### src/rtl/video_timing_pkg.sv
// Shared constants and phase type for the 720p raster timing generator.
package video_timing_pkg;

  localparam int unsigned CNT_W = 12;

  localparam int unsigned H_ACTIVE_720P = 1280;
  localparam int unsigned H_FP_720P     = 110;
  localparam int unsigned H_SYNC_720P   = 40;
  localparam int unsigned H_BP_720P     = 220;
  localparam int unsigned H_TOTAL_720P  = H_ACTIVE_720P + H_FP_720P + H_SYNC_720P + H_BP_720P;

  localparam int unsigned V_ACTIVE_720P = 720;
  localparam int unsigned V_FP_720P     = 5;
  localparam int unsigned V_SYNC_720P   = 5;
  localparam int unsigned V_BP_720P     = 20;
  localparam int unsigned V_TOTAL_720P  = V_ACTIVE_720P + V_FP_720P + V_SYNC_720P + V_BP_720P;

  // Both axes walk the same four phases in the same order.
  typedef enum logic [1:0] {
    PH_ACT  = 2'd0,
    PH_FP   = 2'd1,
    PH_SYNC = 2'd2,
    PH_BP   = 2'd3
  } phase_e;

  function automatic phase_e next_phase(input phase_e cur, input logic at_end);
    phase_e nxt;
    nxt = cur;
    if (at_end) begin
      unique case (cur)
        PH_ACT:  nxt = PH_FP;
        PH_FP:   nxt = PH_SYNC;
        PH_SYNC: nxt = PH_BP;
        PH_BP:   nxt = PH_ACT;
      endcase
    end
    return nxt;
  endfunction

endpackage

### src/rtl/sig_delay.sv
// Fixed-depth 3-bit register chain that aligns VDE/HSYNC/VSYNC with pixel data latency.
module sig_delay #(
  parameter int         DEPTH   = 1,
  parameter logic [2:0] RST_VAL = 3'b011
) (
  input  logic       clk,
  input  logic       rst,
  input  logic [2:0] d,
  output logic [2:0] q
);

  logic [2:0] stage [DEPTH];

  // NOTE: every stage is reset, not just the output, so no stale sync/DE pulse escapes after reset.
  always_ff @(posedge clk) begin
    if (rst) begin
      for (int i = 0; i < DEPTH; i++) stage[i] <= RST_VAL;
    end else begin
      stage[0] <= d;
      for (int i = 1; i < DEPTH; i++) stage[i] <= stage[i-1];
    end
  end

  assign q = stage[DEPTH-1];

endmodule

### src/rtl/video_timing_gen.sv
// Raster timing generator: H/V counters, phase FSMs, polarity-adjusted delayed syncs and frame tick.
module video_timing_gen
  import video_timing_pkg::*;
#(
  parameter int unsigned H_ACTIVE = H_ACTIVE_720P,
  parameter int unsigned H_FP     = H_FP_720P,
  parameter int unsigned H_SYNC   = H_SYNC_720P,
  parameter int unsigned H_BP     = H_BP_720P,
  parameter int unsigned V_ACTIVE = V_ACTIVE_720P,
  parameter int unsigned V_FP     = V_FP_720P,
  parameter int unsigned V_SYNC   = V_SYNC_720P,
  parameter int unsigned V_BP     = V_BP_720P,
  parameter bit          SYNC_POL = 1'b1,
  parameter int          PIPE_DLY = 1  // legal range 1..8
) (
  input  logic             clk,
  input  logic             rst,
  output logic [CNT_W-1:0] Set_X,
  output logic [CNT_W-1:0] Set_Y,
  output logic             RGB_VDE,
  output logic             RGB_HSYNC,
  output logic             RGB_VSYNC,
  output logic             frame_tick
);

  localparam int unsigned H_TOTAL = H_ACTIVE + H_FP + H_SYNC + H_BP;
  localparam int unsigned V_TOTAL = V_ACTIVE + V_FP + V_SYNC + V_BP;

  // Last counter value of each phase; the phase changes on the following clock.
  localparam logic [CNT_W-1:0] H_ACT_LAST  = CNT_W'(H_ACTIVE - 1);
  localparam logic [CNT_W-1:0] H_FP_LAST   = CNT_W'(H_ACTIVE + H_FP - 1);
  localparam logic [CNT_W-1:0] H_SYNC_LAST = CNT_W'(H_ACTIVE + H_FP + H_SYNC - 1);
  localparam logic [CNT_W-1:0] H_LAST      = CNT_W'(H_TOTAL - 1);
  localparam logic [CNT_W-1:0] V_ACT_LAST  = CNT_W'(V_ACTIVE - 1);
  localparam logic [CNT_W-1:0] V_FP_LAST   = CNT_W'(V_ACTIVE + V_FP - 1);
  localparam logic [CNT_W-1:0] V_SYNC_LAST = CNT_W'(V_ACTIVE + V_FP + V_SYNC - 1);
  localparam logic [CNT_W-1:0] V_LAST      = CNT_W'(V_TOTAL - 1);
  localparam logic [CNT_W-1:0] V_TICK_LINE = CNT_W'(V_ACTIVE);

  localparam logic [2:0] DLY_RST_VAL = {1'b0, ~SYNC_POL, ~SYNC_POL};

  logic [CNT_W-1:0] h_cnt;
  logic [CNT_W-1:0] v_cnt;
  logic             h_wrap;
  logic             v_wrap;
  phase_e           h_state, h_next;
  phase_e           v_state, v_next;
  logic             h_end;
  logic             v_end;
  logic             de_raw;
  logic             hs_raw;
  logic             vs_raw;
  logic [2:0]       dly_d;
  logic [2:0]       dly_q;

  assign h_wrap = (h_cnt == H_LAST);
  assign v_wrap = (v_cnt == V_LAST);

  // NOTE: sequential state uses non-blocking assignments so every register samples pre-edge values.
  always_ff @(posedge clk) begin
    if (rst) begin
      h_cnt <= '0;
      v_cnt <= '0;
    end else begin
      h_cnt <= h_wrap ? '0 : h_cnt + 1'b1;
      if (h_wrap) v_cnt <= v_wrap ? '0 : v_cnt + 1'b1;
    end
  end

  always_ff @(posedge clk) begin
    if (rst) begin
      h_state <= PH_ACT;
      v_state <= PH_ACT;
    end else begin
      h_state <= h_next;
      v_state <= v_next;
    end
  end

  // NOTE: defaults first keep this block purely combinational (no latches) whatever the case path.
  always_comb begin
    h_end = 1'b0;
    v_end = 1'b0;
    unique case (h_state)
      PH_ACT:  h_end = (h_cnt == H_ACT_LAST);
      PH_FP:   h_end = (h_cnt == H_FP_LAST);
      PH_SYNC: h_end = (h_cnt == H_SYNC_LAST);
      PH_BP:   h_end = h_wrap;
    endcase
    // Vertical phases only advance at the end of a line.
    unique case (v_state)
      PH_ACT:  v_end = h_wrap && (v_cnt == V_ACT_LAST);
      PH_FP:   v_end = h_wrap && (v_cnt == V_FP_LAST);
      PH_SYNC: v_end = h_wrap && (v_cnt == V_SYNC_LAST);
      PH_BP:   v_end = h_wrap && v_wrap;
    endcase
    h_next = next_phase(h_state, h_end);
    v_next = next_phase(v_state, v_end);
  end

  assign de_raw = (h_state == PH_ACT) && (v_state == PH_ACT);
  assign hs_raw = (h_state == PH_SYNC);
  assign vs_raw = (v_state == PH_SYNC);

  assign dly_d = {de_raw,
                  hs_raw ? SYNC_POL : ~SYNC_POL,
                  vs_raw ? SYNC_POL : ~SYNC_POL};

  sig_delay #(
    .DEPTH   (PIPE_DLY),
    .RST_VAL (DLY_RST_VAL)
  ) u_sig_delay (
    .clk (clk),
    .rst (rst),
    .d   (dly_d),
    .q   (dly_q)
  );

  assign Set_X = h_cnt;
  assign Set_Y = v_cnt;
  assign {RGB_VDE, RGB_HSYNC, RGB_VSYNC} = dly_q;

  // Start of vertical blanking, aligned with the counters rather than the delayed outputs.
  assign frame_tick = (h_cnt == '0) && (v_cnt == V_TICK_LINE);

endmodule

### config.mk
export PLATFORM = sky130hd
export DESIGN_NAME = video_timing_gen
export DESIGN_NICKNAME = d
export VERILOG_FILES = /design/src/rtl/video_timing_pkg.sv /design/src/rtl/sig_delay.sv /design/src/rtl/video_timing_gen.sv
export SDC_FILE = /design/constraint.sdc
export NUM_CORES = 1
export LEC_CHECK = 0
export CAP_MARGIN = 30
export CORE_ASPECT_RATIO = 1.4
export CORE_MARGIN = 2
export CORE_UTILIZATION = 56
export CTS_CLUSTER_SIZE = 16
export DETAILED_ROUTE_END_ITERATION = 7
export PLACE_DENSITY = 0.86
export SLEW_MARGIN = 40
export SYNTH_ARGS = -nofsm -noshare
export SYNTH_HDL_FRONTEND = slang
export SYNTH_SLANG_ARGS = --single-unit
### constraint.sdc
create_clock -name clk -period 5.26 [get_ports clk]
set_clock_uncertainty 0.05 [all_clocks]
set_input_delay 1.052 -clock clk [delete_from_list [all_inputs] [get_ports clk]]
set_output_delay 1.052 -clock clk [all_outputs]
set_load 0.03 [all_outputs]
==> out/metrics.cfg, run 1 <==
[worst_setup_path]
worst_r2r_path_depth=7
crit_arrival_ns=2.11
cp-start-kind=flop
required_ns=4.16
rrSetupSlack_ns=3.22
end_kind=output port
cp_max_fo=7
r2r_start=v_state[0]$_SDFFE_PP0P_
r2r-end=v_state[0]$_SDFFE_PP0P_
critical_path_class=reg -> out

[placed_design]
placed_area_um2=2040
io_buffers=29
place.gp.congestion=0.856
dp_hpwl_mm=2.69
place_inst=257

[routing]
first_iter_violations=16
dr_wl_met3_um=211
post-route-drc-count=0
vias=1464
routed_wirelength_mm=3.65
drtAntennaViolNets=0
post_drt_wl_per_cell_um=13.8
viasPerCell=5.52
dr.pass1.iters=4
wl_met2_mm=1.86
top_layer_used=met4
met1_length_mm=1.46

[sta]
drv_slew=0
fin_crit_sh_pct=61.0
holdWs_ns=0.481
relSlewSlack_pct=50.8
grt_setup_unrepaired=false
setup-tns-final_ns=0
fmax_ghz=0.312
finalHoldViolations=0
tightest_slew_ns=0.736
period_needed_ns=3.21
setup_viol=0

[synthesis]
synth_common_cells=nor2_1 (36), dfxtp_1 (31), ha_1 (16)
syn_nets=215
muxShareOfSynthArea_pct=1.16
yosysMostFrequentCell=nor2_1
postSynthCellCount=197
synth_edf_count=0
synthTopCellsByArea=dfxtp_1 (36%), ha_1 (12%), nor2_1 (7.8%)
synth-seq-cells=31
async_flop_share_pct=0
synth_cell_types=38
synth_compound_area_share_pct=5.43
yosys.area.top_type=dfxtp_1
synthFlopType=dfxtp_1
ys_warn_count=0
syn_area_per_cell_um2=8.78
yosysTopAreaCellShare_pct=35.9
synth_top_family_by_area=simple AND/OR/NAND/NOR gates
synth-xor-area-share_pct=10.6
synthAdderAreaFrac_pct=11.6
syn_area_um2=1730
yosys.area_share.simple_pct=31.5
yosysSeqAreaShare_pct=35.9

[die]
die_w_um=51.0
die_h_um=69.8
rows=23
core_um2=2910
dieArea_um2=3550
num_io_pins=30
start_util_pct=59.5

[finish]
drive_above_1_share_pct=5.26
fin_cells=265
fin_util_pct=73.1
synthToLayoutAreaGrowth_pct=22.9
insertedDiodeCount=0
design_area_um2=2120
fillerInstances=241
nets=245

[global_route]
antenna_found_initial=0
grt_usage_pct=23.8
grt_max_degree=13
grt_pass1_wl_mm=6.45
grt_pass1_vias=1483
grt_overflow=0

[hold_path]
hp-class=reg -> reg
min_from=Set_X[0]$_SDFF_PP0_
min_path_cells=1
hold-path-endpoint=Set_X[0]$_SDFF_PP0_

[clocking]
clk_pin_slew_worst_paths_ns=0.07
cts_root_buf=clkbuf_8
clk_latency_ns=0.29
htreeDepth=2
hold_buffers=0
clk_path_buf_depth=2
cts_tree=yes
clock_sinks=31
numCtsBuffers=5
cts_resized=0
post_cts_buffers=0

[power]
power_density_nw_per_um2=208
worst_ir_drop_vdd_v=0.000172
p_leak_uw=0.000841

[run_status]
outcome=finished, final reports clean

[flow_run]
maxCapViolCount=0

## worst max-delay path: stages (launching register included)
cell and delay (ns):
dfxtp_1 0.44, and4bb_2 0.27, nand2_1 0.07, nor4_1 0.32, clkdlybuf4s50_1 0.73
## worst max path at each step
stage | from | endpoint | cells past startpoint
2_1_floorplan | Set_Y[6]$_SDFFE_PP0P_ | frame_tick | 3
3_3_place_gp | Set_X[2]$_SDFF_PP0_ | frame_tick | 4
3_5_place_dp | Set_Y[6]$_SDFFE_PP0P_ | frame_tick | 4
4_1_cts | Set_Y[6]$_SDFFE_PP0P_ | frame_tick | 4
5_1_grt | Set_Y[6]$_SDFFE_PP0P_ | frame_tick | 4
6_report | Set_Y[6]$_SDFFE_PP0P_ | frame_tick | 4
## per-stage QoR
step                      power [uW]  setup WS [ns]
after global routing             462           1.89
after global placement           268           2.41
after floorplan                  260           2.24
final                            443           2.05
after detailed placement         269           2.40
after CTS                        448           2.08
## registers in the layout, indices dropped and copies added, names as in the netlist
name	cells
Set_X	12
Set_Y	12
h_state	2
u_sig_delay.stage	3
v_state	2
## cells in the final DEF, fill, tap and decap left out, types with 3 or more instances in the layout
master and count:
ha_1 16, inv_1 11, nor2b_1 5, nand2_1 12
xor2_1 15, clkbuf_8 5, and3_1 8, xnor2_1 6
nand4_1 10, clkinv_2 3, nand3_1 6, dfxtp_1 31
and3b_1 3, nor2_1 36, clkdlybuf4s50_1 29, nor3b_1 3
## where the power goes
part	switching (uW)	internal, uW	leakage (uW)
registers	3.55	237	0.000251
clock network	89.2	90.3	0.0000477
logic	13.6	9.01	0.000543
## cells by family (layout without fill, tap and decap cells)
kind of cell / after synthesis / count (layout)
fa+ha+maj: 16 / 16
compound gates: 12 / 12
simple gates: 98 / 98
mux: 2 / 2
xor+xnor: 21 / 21
buf+inv: 17 / 48
flops: 31 / 31
## per-layer routing
layer / GRT usage (%) / up-vias
li1: - / 733
met1: 26.2 / 686
met2: 37.8 / 34
met3: 9.05 / 11
met4: 14.4 / 0
met5: 0 / -
## final cells by class
| type | instances | area, um^2 | area share [%] |
|---|---|---|---|
| tap | 37 | 46.3 | 2.18 |
| timing repair buffer | 29 | 290 | 13.7 |
| clock buffer | 5 | 68.8 | 3.24 |
| multi-input combinational | 149 | 1040 | 49.1 |
| clock inverter | 3 | 15.0 | 0.707 |
| sequential | 31 | 621 | 29.2 |
| inverter | 11 | 41.3 | 1.94 |
Power figures use the tool's default switching activity.
==> inputs of run 2 (changes only) <==
CORE_UTILIZATION = 52   (was 56)
PLACE_DENSITY = 0.81   (was 0.86)
clock period = 3.2 ns   (was 5.26 ns; I/O delays follow)
==> run 2 against run 1 <==
Via count shrank 0.68%. Wire length is 3.0% higher. Largest cell class unchanged. Final area up 0.88%. Critical path type unchanged. Hold slack better by 0.0034 ns.
==> out/metrics.cfg, run 2 (synthesis results as in run 1) <==
[run_status]
outcome=finished, final reports clean  ; unchanged

[worst_setup_path]
critical_path_class=reg -> out  ; unchanged
crit_path_max_incr_delay_ns=0.73  ; about the same
path_cells=and4bb_2, nand2_1, nor4_1, clkdlybuf4s50_1  ; unchanged
critPathSlowestCell=clkdlybuf4s50_1  ; unchanged
cp_max_fo=7  ; unchanged
end_kind=output port  ; unchanged
cp-start-kind=flop  ; unchanged
crit_arrival_ns=2.17  ; was 2.11 ns
required_ns=2.51  ; was 4.16 ns

[sta]
tightest_slew_ns=0.762  ; was 0.736 ns
period_needed_ns=2.86
grt_setup_unrepaired=false  ; unchanged
fmax_ghz=0.350
setup-tns-final_ns=0  ; unchanged
setup_viol=0  ; unchanged
finalHoldViolations=0  ; unchanged
fin_crit_sh_pct=89.3
drv_slew=0  ; unchanged
holdWs_ns=0.484  ; was 0.481 ns
relSlewSlack_pct=49.1  ; was 50.8%

[power]
p_leak_uw=0.000845  ; was 0.000841 uW
combinationalPowerShare_pct=4.8  ; was 5.1%
power_frac_seq_pct=50.9  ; was 54.4%
power.share.clock_pct=44.3  ; was 40.5%
p_int_uw=601  ; was 336 uW
worst_ir_drop_vdd_v=0.000351  ; was 0.000172 V
switching_share_pct=22.7  ; was 24.0%
power_density_nw_per_um2=362  ; was 208 nW/um^2
p_sw_uw=176  ; was 106 uW

[placed_design]
io_buffers=29  ; unchanged
dp_hpwl_mm=2.72  ; was 2.69 mm
place_inst=259  ; was 257
place.gp.congestion=0.879  ; was 0.856

[routing]
post-route-drc-count=0  ; unchanged
viasPerCell=5.45  ; was 5.52
dr.pass1.iters=4  ; unchanged
vias=1454  ; was 1464
post_drt_wl_per_cell_um=14.1  ; was 13.8 um
routed_wirelength_mm=3.76  ; was 3.65 mm
drtAntennaViolNets=0  ; unchanged
first_iter_violations=20  ; was 16

[hold_path]
hp-class=reg -> reg  ; unchanged

[die]
core_um2=3150  ; was 2910 um^2
rows=24  ; was 23
num_io_pins=30  ; unchanged
start_util_pct=54.8  ; was 59.5%
die_w_um=52.7  ; was 51.0 um
die_h_um=72.2  ; was 69.8 um
dieArea_um2=3810  ; was 3550 um^2

[clocking]
clk_latency_ns=0.29  ; about the same
clk_path_buf_depth=2  ; unchanged
cts_root_buf=clkbuf_8  ; unchanged
post_cts_buffers=0  ; unchanged
cts_tree=yes  ; unchanged
cts_resized=0  ; unchanged
numCtsBuffers=5  ; unchanged
htreeDepth=2  ; unchanged
clk_pin_slew_worst_paths_ns=0.07  ; about the same
hold_buffers=0  ; unchanged
clock_sinks=31  ; unchanged

[finish]
final_cell_mix=nor2_1 (36), dfxtp_1 (31), clkdlybuf4s50_1 (29), ha_1 (16), xor2_1 (15)  ; unchanged
final_common_cell=nor2_1  ; unchanged
insertedDiodeCount=0  ; unchanged
fin_util_pct=68.0  ; was 73.1%
drive_above_1_share_pct=4.82  ; was 5.26%
fillerInstances=284  ; was 241
fin_cells=267  ; was 265
synthToLayoutAreaGrowth_pct=24.0  ; was 22.9%
nets=245  ; unchanged

[global_route]
grt_max_degree=13  ; unchanged
grt_overflow=0  ; unchanged
antenna_found_initial=0  ; unchanged
grt_usage_pct=22.6  ; was 23.8%
grt_pass1_vias=1409  ; was 1483
grt_pass1_wl_mm=6.33  ; was 6.45 mm

[flow_run]
maxCapViolCount=0  ; unchanged

==> run 2: through the flow <==
| step | area [um^2] | total power (uW) | worst slack [ns] |
|---|---|---|---|
| finish | 2140 | 776 | 0.342 |
| global route | 2140 | 804 | 0.253 |
| CTS | 2140 | 786 | 0.353 |
| detailed placement | 2040 | 441 | 0.676 |
| global placement | 2040 | 441 | 0.762 |
| floorplan | 1730 | 427 | 0.593 |
==> run 2: worst paths after layout <==
check                                           start                       to  slack (ns)  cells after the start
worst max-delay path            Set_Y[6]$_SDFFE_PP0P_               frame_tick        0.34                      4
worst min-delay path              Set_X[0]$_SDFF_PP0_      Set_X[0]$_SDFF_PP0_        0.48                      1
worst max register to register    Set_X[0]$_SDFF_PP0_  h_state[1]$_SDFFE_PP0P_        1.14                      6
worst min register to register    Set_X[0]$_SDFF_PP0_      Set_X[0]$_SDFF_PP0_        0.48                      1
==> run 2: critical path: cells and delay by family, from the launching register on <==
kind	cells	cell delay, ns
buf+inv	1	0.73
simple gates	3	0.69
flops	1	0.45
==> run 2: layer usage <==
| metal | routed length, um | share of wire (%) | GRT usage [%] |
|---|---|---|---|
| met2 | 1910 | 51 | 39.0 |
| met5 | 0 | 0 | 0 |
| met1 | 1590 | 42 | 24.5 |
| met4 | 101 | 2.7 | 12.0 |
| met3 | 162 | 4.3 | 5.76 |
==> run 2: area by class of cell <==
cell class	count	area, um^2	share of cell area (%)
timing repair buffer	29	290	13.5
clock buffer	8	100	4.67
tap	39	48.8	2.28
multi-input combinational	149	1040	48.6
inverter	11	41.3	1.93
sequential	31	621	29.0
==> run 2: power groups by stage <==
stage          combinational (uW)  clock [uW]  sequential [uW]
2_1_floorplan                16.3           0              411
3_3_place_gp                 37.1           0              404
3_5_place_dp                 37.0           0              404
4_1_cts                      37.3         353              396
5_1_grt                      41.4         366              396
6_report                     37.0         344              396
==> inputs of run 3 (changes only) <==
PLACE_DENSITY = 0.79   (was 0.81)
==> run 3 against run 2 <==
Via count grew 0.76%. Clock-buffer cell count down 2. Global-route usage is 0.57 points lower. Sequential power about the same. Wire length is 0.40% lower. Setup slack gained 0.068 ns. Largest power group unchanged.
==> out/metrics.cfg, run 3 (synthesis results as in run 1) <==
[worst_setup_path]
required_ns=2.51  ; about the same
cp-start-kind=flop  ; unchanged
crit_arrival_ns=2.10  ; was 2.17 ns
crit_buf_inv=1  ; unchanged
cp_max_fo=7  ; unchanged
crit_path_max_incr_delay_ns=0.73  ; about the same
crit_family=buffers and inverters  ; unchanged
critPathSlowestCell=clkdlybuf4s50_1  ; unchanged
path_cells=and4bb_2, nand2_1, nor4_1, clkdlybuf4s50_1  ; unchanged
end_kind=output port  ; unchanged
critical_path_class=reg -> out  ; unchanged

[power]
p_int_uw=656  ; was 601 uW
combinationalPowerShare_pct=4.5  ; was 4.8%
p_sw_uw=167  ; was 176 uW
power_density_nw_per_um2=381  ; was 362 nW/um^2
p_leak_uw=0.000855  ; was 0.000845 uW
power.share.clock_pct=47.4  ; was 44.3%
switching_share_pct=20.3  ; was 22.7%
worst_ir_drop_vdd_v=0.000459  ; was 0.000351 V
power_frac_seq_pct=48.0  ; was 50.9%
finalPower_uw=823  ; was 776 uW

[finish]
drive_above_1_share_pct=5.26  ; was 4.82%
final_cell_mix=nor2_1 (36), dfxtp_1 (31), clkdlybuf4s50_1 (29), ha_1 (16), xor2_1 (15)  ; unchanged
final_common_cell=nor2_1  ; unchanged
seqCellArea_um2=621  ; unchanged
multi_input_area_um2=1040  ; unchanged
fin_util_pct=68.5  ; was 68.0%
synthToLayoutAreaGrowth_pct=25.0  ; was 24.0%
nets=245  ; unchanged
fillerInstances=251  ; was 284
insertedDiodeCount=0  ; unchanged

[routing]
first_iter_violations=48  ; was 20
vias=1465  ; was 1454
routed_wirelength_mm=3.74  ; was 3.76 mm
viasPerCell=5.49  ; was 5.45
dr.pass1.iters=4  ; unchanged
post_drt_wl_per_cell_um=14.0  ; was 14.1 um
drtAntennaViolNets=0  ; unchanged
post-route-drc-count=0  ; unchanged

[placed_design]
dp_hpwl_mm=2.86  ; was 2.72 mm
place.gp.congestion=0.849  ; was 0.879
dp_worst_setup_slack_ns=0.715  ; was 0.676 ns
io_buffers=29  ; unchanged

[clocking]
hold_buffers=0  ; unchanged
cts_tree=yes  ; unchanged
cts_resized=0  ; unchanged
htreeDepth=2  ; unchanged
clk_latency_ns=0.28  ; was 0.29 ns
post_cts_buffers=0  ; unchanged
numCtsBuffers=5  ; unchanged
clk_path_buf_depth=2  ; unchanged
clk_pin_slew_worst_paths_ns=0.07  ; about the same
clock_sinks=31  ; unchanged
cts_root_buf=clkbuf_8  ; unchanged

[run_status]
outcome=finished, final reports clean  ; unchanged

[global_route]
antenna_found_initial=0  ; unchanged
grt_pass1_vias=1443  ; was 1409
grt_overflow=0  ; unchanged
grt_max_degree=13  ; unchanged
grt_usage_pct=22.0  ; was 22.6%
grt_pass1_wl_mm=6.29  ; was 6.33 mm

[sta]
grt_setup_unrepaired=false  ; unchanged
fmax_ghz=0.358  ; was 0.350 GHz
layout_setup_ws_ns=0.410  ; was 0.342 ns
setup_viol=0  ; unchanged
period_needed_ns=2.79  ; was 2.86 ns
drv_slew=0  ; unchanged
relSlewSlack_pct=47.6  ; was 49.1%
setup-tns-final_ns=0  ; unchanged
finalHoldViolations=0  ; unchanged
fin_crit_sh_pct=87.2  ; was 89.3%
tightest_slew_ns=0.785  ; was 0.762 ns

[die]
dieArea_um2=3810  ; unchanged
die_h_um=72.2  ; unchanged
rows=24  ; unchanged
start_util_pct=54.8  ; unchanged
core_um2=3150  ; unchanged
die_w_um=52.7  ; unchanged
num_io_pins=30  ; unchanged

[flow_run]
maxCapViolCount=0  ; unchanged

[hold_path]
hp-class=reg -> reg  ; unchanged

[run 3: cell count changes in the layout (fill, tap and decap cells not counted), sizes merged]
cell,change
clkbuf,-2
bufinv,+1
clkinv,+1
[run 3: final cells by class]
| cell class | count | area share (%) |
|---|---|---|
| clock buffer | 6 | 3.82 |
| tap | 39 | 2.26 |
| clock inverter | 2 | 1.62 |
| inverter | 11 | 1.91 |
| timing repair buffer | 29 | 13.4 |
| sequential | 31 | 28.7 |
| multi-input combinational | 149 | 48.2 |
[run 3: worst reg2reg max path, stage by stage (launching register included)]
cell      delay, ns
dfxtp_1        0.39
inv_1          0.11
ha_1           0.33
nor3b_1        0.21
o221ai_1       0.16
o31ai_1        0.33
a31oi_1        0.15
a211oi_1       0.22
[run 3: final timing paths]
path,from,cells past startpoint,end,slack [ns]
setup / recovery,Set_Y[6]$_SDFFE_PP0P_,4,frame_tick,0.41
setup reg to reg,v_state[0]$_SDFFE_PP0P_,7,v_state[0]$_SDFFE_PP0P_,1.16
hold / removal,Set_X[0]$_SDFF_PP0_,1,Set_X[0]$_SDFF_PP0_,0.48
hold reg to reg,Set_X[0]$_SDFF_PP0_,1,Set_X[0]$_SDFF_PP0_,0.48
[run 3: through the flow]
stage                     hold WS, ns  instances  area, um^2
final                           0.476        267        2160
after floorplan                 0.461        197        1730
after global placement          0.459        259        2040
after CTS                       0.482        267        2160
after global routing            0.517        267        2160
after detailed placement        0.465        259        2040
[run 3: power groups by stage]
stage	clock network (uW)	registers [uW]	logic, uW
6_report	390	396	37.3
5_1_grt	416	396	40.9
4_1_cts	400	395	37.6
3_5_place_dp	0	404	37.4
3_3_place_gp	0	404	37.0
2_1_floorplan	0	411	16.3
[run 3: routing by layer]
layer	track usage, %	part of all wire, %
met5	0	0
met4	9.97	2.0
met3	6.17	5.7
met1	23.0	40
met2	39.4	52
